===== src/rtl/serial_adder_if.sv =====
// Operand/result handshake bundle for the bit-serial adder.
// The producer/consumer side uses master; the adder uses slave.
interface serial_adder_if #(
  parameter int NBITS = 32
);
  logic             in_val;
  logic             in_rdy;
  logic [NBITS-1:0] in0;
  logic [NBITS-1:0] in1;
  logic             cin;
  logic             out_val;
  logic             out_rdy;
  logic [NBITS-1:0] sum;
  logic             cout;

  modport master (
    output in_val, in0, in1, cin, out_rdy,
    input  in_rdy, out_val, sum, cout
  );

  modport slave (
    input  in_val, in0, in1, cin, out_rdy,
    output in_rdy, out_val, sum, cout
  );
endinterface


===== src/rtl/serial_adder.sv =====
// Bit-serial NBITS-bit adder: one full-adder cell plus a carry flop, LSB first.
// Accepts operands in IDLE, spends NBITS cycles in CALC, then presents the result in DONE.
module serial_adder #(
  parameter int NBITS = 32
) (
  input  logic           clk,
  input  logic           rst_n,
  serial_adder_if.slave  bus
);
  localparam int CW = (NBITS > 1) ? $clog2(NBITS) : 1;
  localparam logic [CW-1:0] LAST_BIT = CW'(NBITS - 1);

  typedef enum logic [1:0] {
    IDLE = 2'd0,
    CALC = 2'd1,
    DONE = 2'd2
  } state_t;

  state_t           state_reg;
  logic [NBITS-1:0] a_reg;
  logic [NBITS-1:0] b_reg;
  logic [NBITS-1:0] result_reg;
  logic             carry_reg;
  logic [CW-1:0]    count_reg;
  logic             in_rdy_reg;
  logic             out_val_reg;

  logic sum_bit;
  logic carry_next;

  // The single full-adder cell, always looking at the current LSBs.
  assign sum_bit    = a_reg[0] ^ b_reg[0] ^ carry_reg;
  assign carry_next = (a_reg[0] & b_reg[0]) | (a_reg[0] & carry_reg) | (b_reg[0] & carry_reg);

  always_ff @(posedge clk or negedge rst_n) begin
    if (!rst_n) begin
      state_reg   <= IDLE;
      a_reg       <= '0;
      b_reg       <= '0;
      result_reg  <= '0;
      carry_reg   <= 1'b0;
      count_reg   <= '0;
      in_rdy_reg  <= 1'b0;
      out_val_reg <= 1'b0;
    end else begin
      case (state_reg)
        IDLE: begin
          in_rdy_reg  <= 1'b1;
          out_val_reg <= 1'b0;
          if (bus.in_val && in_rdy_reg) begin
            a_reg      <= bus.in0;
            b_reg      <= bus.in1;
            carry_reg  <= bus.cin;
            result_reg <= '0;
            count_reg  <= '0;
            in_rdy_reg <= 1'b0;
            state_reg  <= CALC;
          end
        end
        CALC: begin
          a_reg      <= a_reg >> 1;
          b_reg      <= b_reg >> 1;
          result_reg <= {sum_bit, result_reg[NBITS-1:1]};
          carry_reg  <= carry_next;
          count_reg  <= count_reg + CW'(1);
          // After this edge all NBITS sum bits are in place and carry_reg is cout.
          if (count_reg == LAST_BIT) begin
            out_val_reg <= 1'b1;
            state_reg   <= DONE;
          end
        end
        DONE: begin
          if (bus.out_rdy) begin
            out_val_reg <= 1'b0;
            in_rdy_reg  <= 1'b1;
            state_reg   <= IDLE;
          end
        end
        default: begin
          in_rdy_reg  <= 1'b0;
          out_val_reg <= 1'b0;
          state_reg   <= IDLE;
        end
      endcase
    end
  end

  assign bus.in_rdy  = in_rdy_reg;
  assign bus.out_val = out_val_reg;
  assign bus.sum     = result_reg;
  assign bus.cout    = carry_reg;
endmodule


===== src/flat_wrapper.sv =====
// flat-port wrapper written by rule: the top's interface ports become plain ports
module serial_adder_flat 
#(
  parameter int NBITS = 32
)
  (clk, rst_n, bus_in_val, bus_in0, bus_in1, bus_cin, bus_out_rdy, bus_in_rdy, bus_out_val, bus_sum, bus_cout);
  serial_adder_if #(.NBITS(NBITS)) bus_i ();
  input  logic clk;
  input  logic rst_n;
  input wire logic [$bits(bus_i.in_val)-1:0] bus_in_val;
  input wire logic [$bits(bus_i.in0)-1:0] bus_in0;
  input wire logic [$bits(bus_i.in1)-1:0] bus_in1;
  input wire logic [$bits(bus_i.cin)-1:0] bus_cin;
  input wire logic [$bits(bus_i.out_rdy)-1:0] bus_out_rdy;
  output wire logic [$bits(bus_i.in_rdy)-1:0] bus_in_rdy;
  output wire logic [$bits(bus_i.out_val)-1:0] bus_out_val;
  output wire logic [$bits(bus_i.sum)-1:0] bus_sum;
  output wire logic [$bits(bus_i.cout)-1:0] bus_cout;
  assign bus_i.in_val = bus_in_val;
  assign bus_i.in0 = bus_in0;
  assign bus_i.in1 = bus_in1;
  assign bus_i.cin = bus_cin;
  assign bus_i.out_rdy = bus_out_rdy;
  assign bus_in_rdy = bus_i.in_rdy;
  assign bus_out_val = bus_i.out_val;
  assign bus_sum = bus_i.sum;
  assign bus_cout = bus_i.cout;
  serial_adder #(.NBITS(NBITS)) u_core (.clk(clk), .rst_n(rst_n), .bus(bus_i));
endmodule

===== config.mk =====
export PLATFORM = sky130hd
export DESIGN_NAME = serial_adder_flat
export DESIGN_NICKNAME = d
export VERILOG_FILES = /design/src/rtl/serial_adder_if.sv /design/src/rtl/serial_adder.sv /design/src/flat_wrapper.sv
export SDC_FILE = /design/constraint.sdc
export NUM_CORES = 1
export LEC_CHECK = 0
export ABC_CLOCK_PERIOD_IN_PS = 3800
export CAP_MARGIN = 20
export CORE_MARGIN = 4
export CORE_UTILIZATION = 54
export DETAILED_ROUTE_END_ITERATION = 8
export GPL_TIMING_DRIVEN = 0
export PLACE_DENSITY = 0.85
export SLEW_MARGIN = 10
export SYNTH_ARGS = -nofsm -noshare
export SYNTH_HDL_FRONTEND = slang
export SYNTH_SLANG_ARGS = --single-unit

===== constraint.sdc =====
create_clock -name clk -period 3.8 [get_ports clk]
set_clock_uncertainty 0.05 [all_clocks]
set_input_delay 0.95 -clock clk [delete_from_list [all_inputs] [get_ports clk]]
set_output_delay 0.95 -clock clk [all_outputs]
set_load 0.01 [all_outputs]

# Yosys cells after proc, flatten, opt, wreduce, memory -nomap -nowiden
# Cells that the tools add are included.
dict set report word_totals {
  wordCells 50
  register_bits 106
  input_bits 69
}
dict set report op_classes {
  n_mux 20
  n_bitwise 8
  add_sub_neg 1
  n_reduce_logical 7
  n_eq_ne 6
}
# operator count
set ops {}
lappend ops {{32-bit case mux with 2 select lines} 3}
lappend ops {{32-bit two-way mux} 3}
lappend ops {{5-bit case mux with 2 select lines} 1}
lappend ops {{2-bit two-way mux} 3}
lappend ops {{2-bit case mux with 3 select lines} 1}
lappend ops {{2-bit AND reduction} 3}
lappend ops {{5-bit by 1-bit adder with 5-bit output (second input constant)} 1}
lappend ops {{5-bit equality test (second input constant)} 1}
lappend ops {{1-bit two-way mux} 5}
lappend ops {{5-bit two-way mux} 1}
lappend ops {{2-bit by 1-bit inequality test with 1-bit output (second input constant)} 2}
lappend ops {{1-bit case mux with 2 select lines} 2}
lappend ops {{1-bit bitwise AND} 3}
lappend ops {{1-bit case mux with 3 select lines} 1}
lappend ops {{3-bit AND reduction} 1}
lappend ops {{2-bit by 1-bit equality test with 1-bit output (second input constant)} 1}
lappend ops {{2-bit equality test (second input constant)} 1}
lappend ops {{2-bit logical NOT} 1}
lappend ops {{2-bit inequality test (second input constant)} 1}
lappend ops {{1-bit OR} 2}
lappend ops {{2-bit nonzero test} 1}
lappend ops {{1-bit XOR} 2}
lappend ops {{1-bit logical AND} 1}
lappend ops {{1-bit NOT} 1}

# Depth between registers and ports, before layout
dict set report depth {
  depth_word 4
  depth_mapped 7
  mapped_depth_nobuf 5
}

# Least setup slack after synthesis
# Ideal clock, no wire load.
dict set report synth_path {
  path_kind {input to register}
  startpoint {in bus_in_val}
  endpoint {reg u_core.result_reg[0] (netlist: u_core.bus.sum[0])}
  n_path_buf 2
  setup_slack_ns 1.944
  cell_stages 5
  t_arrival_ns 1.685
  required_time_ns 3.629
  cell_sequence {a21oi_2 > or2_1 > buf_6 > buf_6 > a22o_1}
}
dict set report synth_via {
  elab_chain_cells 3
}
# element line_no
set synth_lines {}
lappend synth_lines {{start: declaration} flat_wrapper.sv:10} ;# input wire logic [$bits(bus_i.in_val)-1:0] bus_in_val;
lappend synth_lines {{1-bit logical AND} serial_adder.sv:50} ;# if (bus.in_val && in_rdy_reg) begin
lappend synth_lines {{2-bit by 1-bit inequality test with 1-bit output (no source line)} --}
lappend synth_lines {{2-bit AND reduction (no source line)} --}
lappend synth_lines {{end signal: assignment} serial_adder.sv:63} ;# result_reg <= {sum_bit, result_reg[NBITS-1:1]};
lappend synth_lines {{end: declaration} serial_adder.sv:22} ;# logic [NBITS-1:0] result_reg;
# Every way passes these cells.
# A chain may end at the register's enable or synchronous reset.

# Final worst setup path
dict set report layout_path {
  startpoint {reg u_core.in_rdy_reg (netlist: u_core.bus.in_rdy)}
  endpoint {out bus_in_rdy}
}
# element line_no
set layout_lines {}
lappend layout_lines {{start: declaration} serial_adder.sv:25} ;# logic in_rdy_reg;
lappend layout_lines {{start signal: assignment} serial_adder.sv:43} ;# in_rdy_reg <= 1'b0;
lappend layout_lines {{start signal: assignment} serial_adder.sv:48} ;# in_rdy_reg <= 1'b1;
lappend layout_lines {{start signal: assignment} serial_adder.sv:56} ;# in_rdy_reg <= 1'b0;
lappend layout_lines {{end: declaration} flat_wrapper.sv:15} ;# output wire logic [$bits(bus_i.in_rdy)-1:0] bus_in_rdy;
# No word-level cell between the ends.

==> metrics.csv <==
metric;value;unit
outcome;completed;
crit_fanout;6;
start_util;0.562;
synth_top_area_cell;dfrtp_1;
synth.ff_latch_count;106;
cts_resized;0;
postRouteAntennaNets;0;
worstPathArrival;1410;ps
leakage;2.88;nW
final_common_cell;o21ai_0;
timing.final.crit_share;0.634;
fin_ws;1390;ps
ys_top_cells_by_area;dfrtp_1 (57%), mux2i_1 (12%), o21ai_0 (11%);
syn_inst;403;
die_y;101;um
setup_violations;0;
area_growth;29.8;%
drt-initial-drc-count;199;
slowest_delay;600;ps
antenna_found_initial;0;
die_area;10200;um2
final_cell_mix;o21ai_0 (107), dfrtp_1 (106), clkdlybuf4s50_1 (102), mux2i_1 (55), a22o_1 (35);
grt_pass1_vias;3528;
grt_pass1_wl;17200;um
syn-mean-instance-area;11.6;um2
worst_slew_pin_slew;415;ps
num_antenna_cells;0;
synth_nets;475;
seq_area;2650;um2
crit_chain;clkdlybuf4s50_1;
overflow;0;
drive_gt1_frac;0.0860;
drt_wl_total;10500;um
place_ws;1260;ps
r2r_cells;6;
clockRootBuffer;clkbuf_8;
rsz0062_at_grt;false;
ys_types;31;
dpl.hpwl;7270;um
drc;0;
port_buffers;103;
final-max-slew-violation-count;0;
h-tree-depth;3;
worst-path-buf-inv;1;
wire_per_inst;16.6;um
final_hold_viol_count;0;
pin_count;104;
grt_max_degree;69;
firstDrtPassIters;4;
ys.warnings.count;0;
cts_buffer_depth;2;
nFillCells;631;
post_drt_via_cell_ratio;5.69;
regToRegSetupSlack;2200;ps
cts_hold_buf;0;
vdd_ir_drop_max;435;uV
netlist_area;4660;um2
cts_tree;built;
hp-class;in2async;
final_cells;628;
power.density;791;nW/um2
critPathKind;reg2out;
worstSetupEndpoint;bus_in_rdy;
rows;33;
placedCellCount;612;
max_freq;415;MHz
clock-sinks;106;
die_w;101;um
drv_cap;0;
clk_pin_slew_worst_paths;100;ps
cp_slowest_cell;clkdlybuf4s50_1;
fin_nets;590;
relSlewSlack;0.724;
setup-tns-final;0;ps
r2r-start;u_core.state_reg[0]$_DFFE_PN0P_;
track_usage;0.210;
post_cts_buffers;0;
crit_family;buffers and inverters;
via_count;3571;
worstSetupEndpointType;output pin;
multi_input_area;1710;um2
cp_data_required_time;2800;ps
worst-path-stages;1;
min_period;2410;ps
gp_congestion;0.795;
start_kind;flip-flop;
insertion_delay;360;ps
crit_start;u_core.bus.in_rdy$_DFFE_PN0P_;
core_area;8300;um2
cts_inserted_buffers;9;
reg2reg_to;u_core.a_reg[15]$_DFFE_PN0P_;
synth_top_area_frac;0.569;
seq_area_frac_synth;0.569;
-- stage by stage --
stage | utilization | power, W | instance area [um2] | hold slack [ps]
floorplan | - | 0.00336 | 4660 | 387
global placement | 0.702 | 0.00402 | 5820 | 403
detailed placement | 0.705 | 0.00414 | 5850 | 422
CTS | 0.729 | 0.00483 | 6050 | 415
global route | 0.729 | 0.00515 | 6050 | 420
finish | 0.729 | 0.00478 | 6050 | 420
-- cell usage after synthesis, drive strengths merged --
master and instances:
nor2b 1, fa 1, nand2 3, nand4 1, o2bb2ai 1, o32ai 1
a22o 35, dfrtp 106, nor3b 1, mux2i 55, or2 1, inv 12
nand2b 3, o22ai 8, nor2 4, a211oi 1, buf 22, clkbuf 16
o21ai 111, nand4bb 1, and3 1, nor3 1, ha 2, o21a 1
a21oi 14
-- routing by layer --
metal  up-vias  GRT usage  part of all wire
met5         -          0                 0
met4         0     0.0399            0.0065
met3         5     0.0526             0.062
met2        99      0.344              0.48
met1      1779      0.288              0.45
li1       1688          -                 -
-- power breakdown --
| part | switching (W) | leakage (nW) | internal, W |
|---|---|---|---|
| sequential | 0.000310 | 1.33 | 0.00165 |
| combinational | 0.00103 | 1.45 | 0.00112 |
| clock | 0.000387 | 0.102 | 0.000285 |
| total | 0.00173 | 2.88 | 0.00306 |
-- kinds of logic after synthesis --
logic type               share of synthesized area
AO/OA/AOI/OAI                                0.219
AND/OR/NAND/NOR                             0.0201
multiplexers                                 0.118
buffers and inverters                       0.0644
flip-flops                                   0.569
adder cells (fa/ha/maj)                    0.00966
-- worst min path at each step --
stage	end	slack, ps
finish	u_core.b_reg[17]$_DFFE_PN0P_	420
global route	u_core.b_reg[16]$_DFFE_PN0P_	420
CTS	u_core.b_reg[17]$_DFFE_PN0P_	410
detailed placement	u_core.count_reg[3]$_DFFE_PN0P_	420
global placement	u_core.count_reg[3]$_DFFE_PN0P_	400
floorplan	u_core.count_reg[3]$_DFFE_PN0P_	390
-- layout make-up --
type / instances / share of cell area
inverter: 12 / 0.00745
buffer: 38 / 0.0422
clock inverter: 5 / 0.00765
multi-input combinational: 247 / 0.282
clock buffer: 11 / 0.0250
timing repair buffer: 104 / 0.175
tap: 105 / 0.0217
sequential: 106 / 0.438
Power figures use the tool's default switching activity.
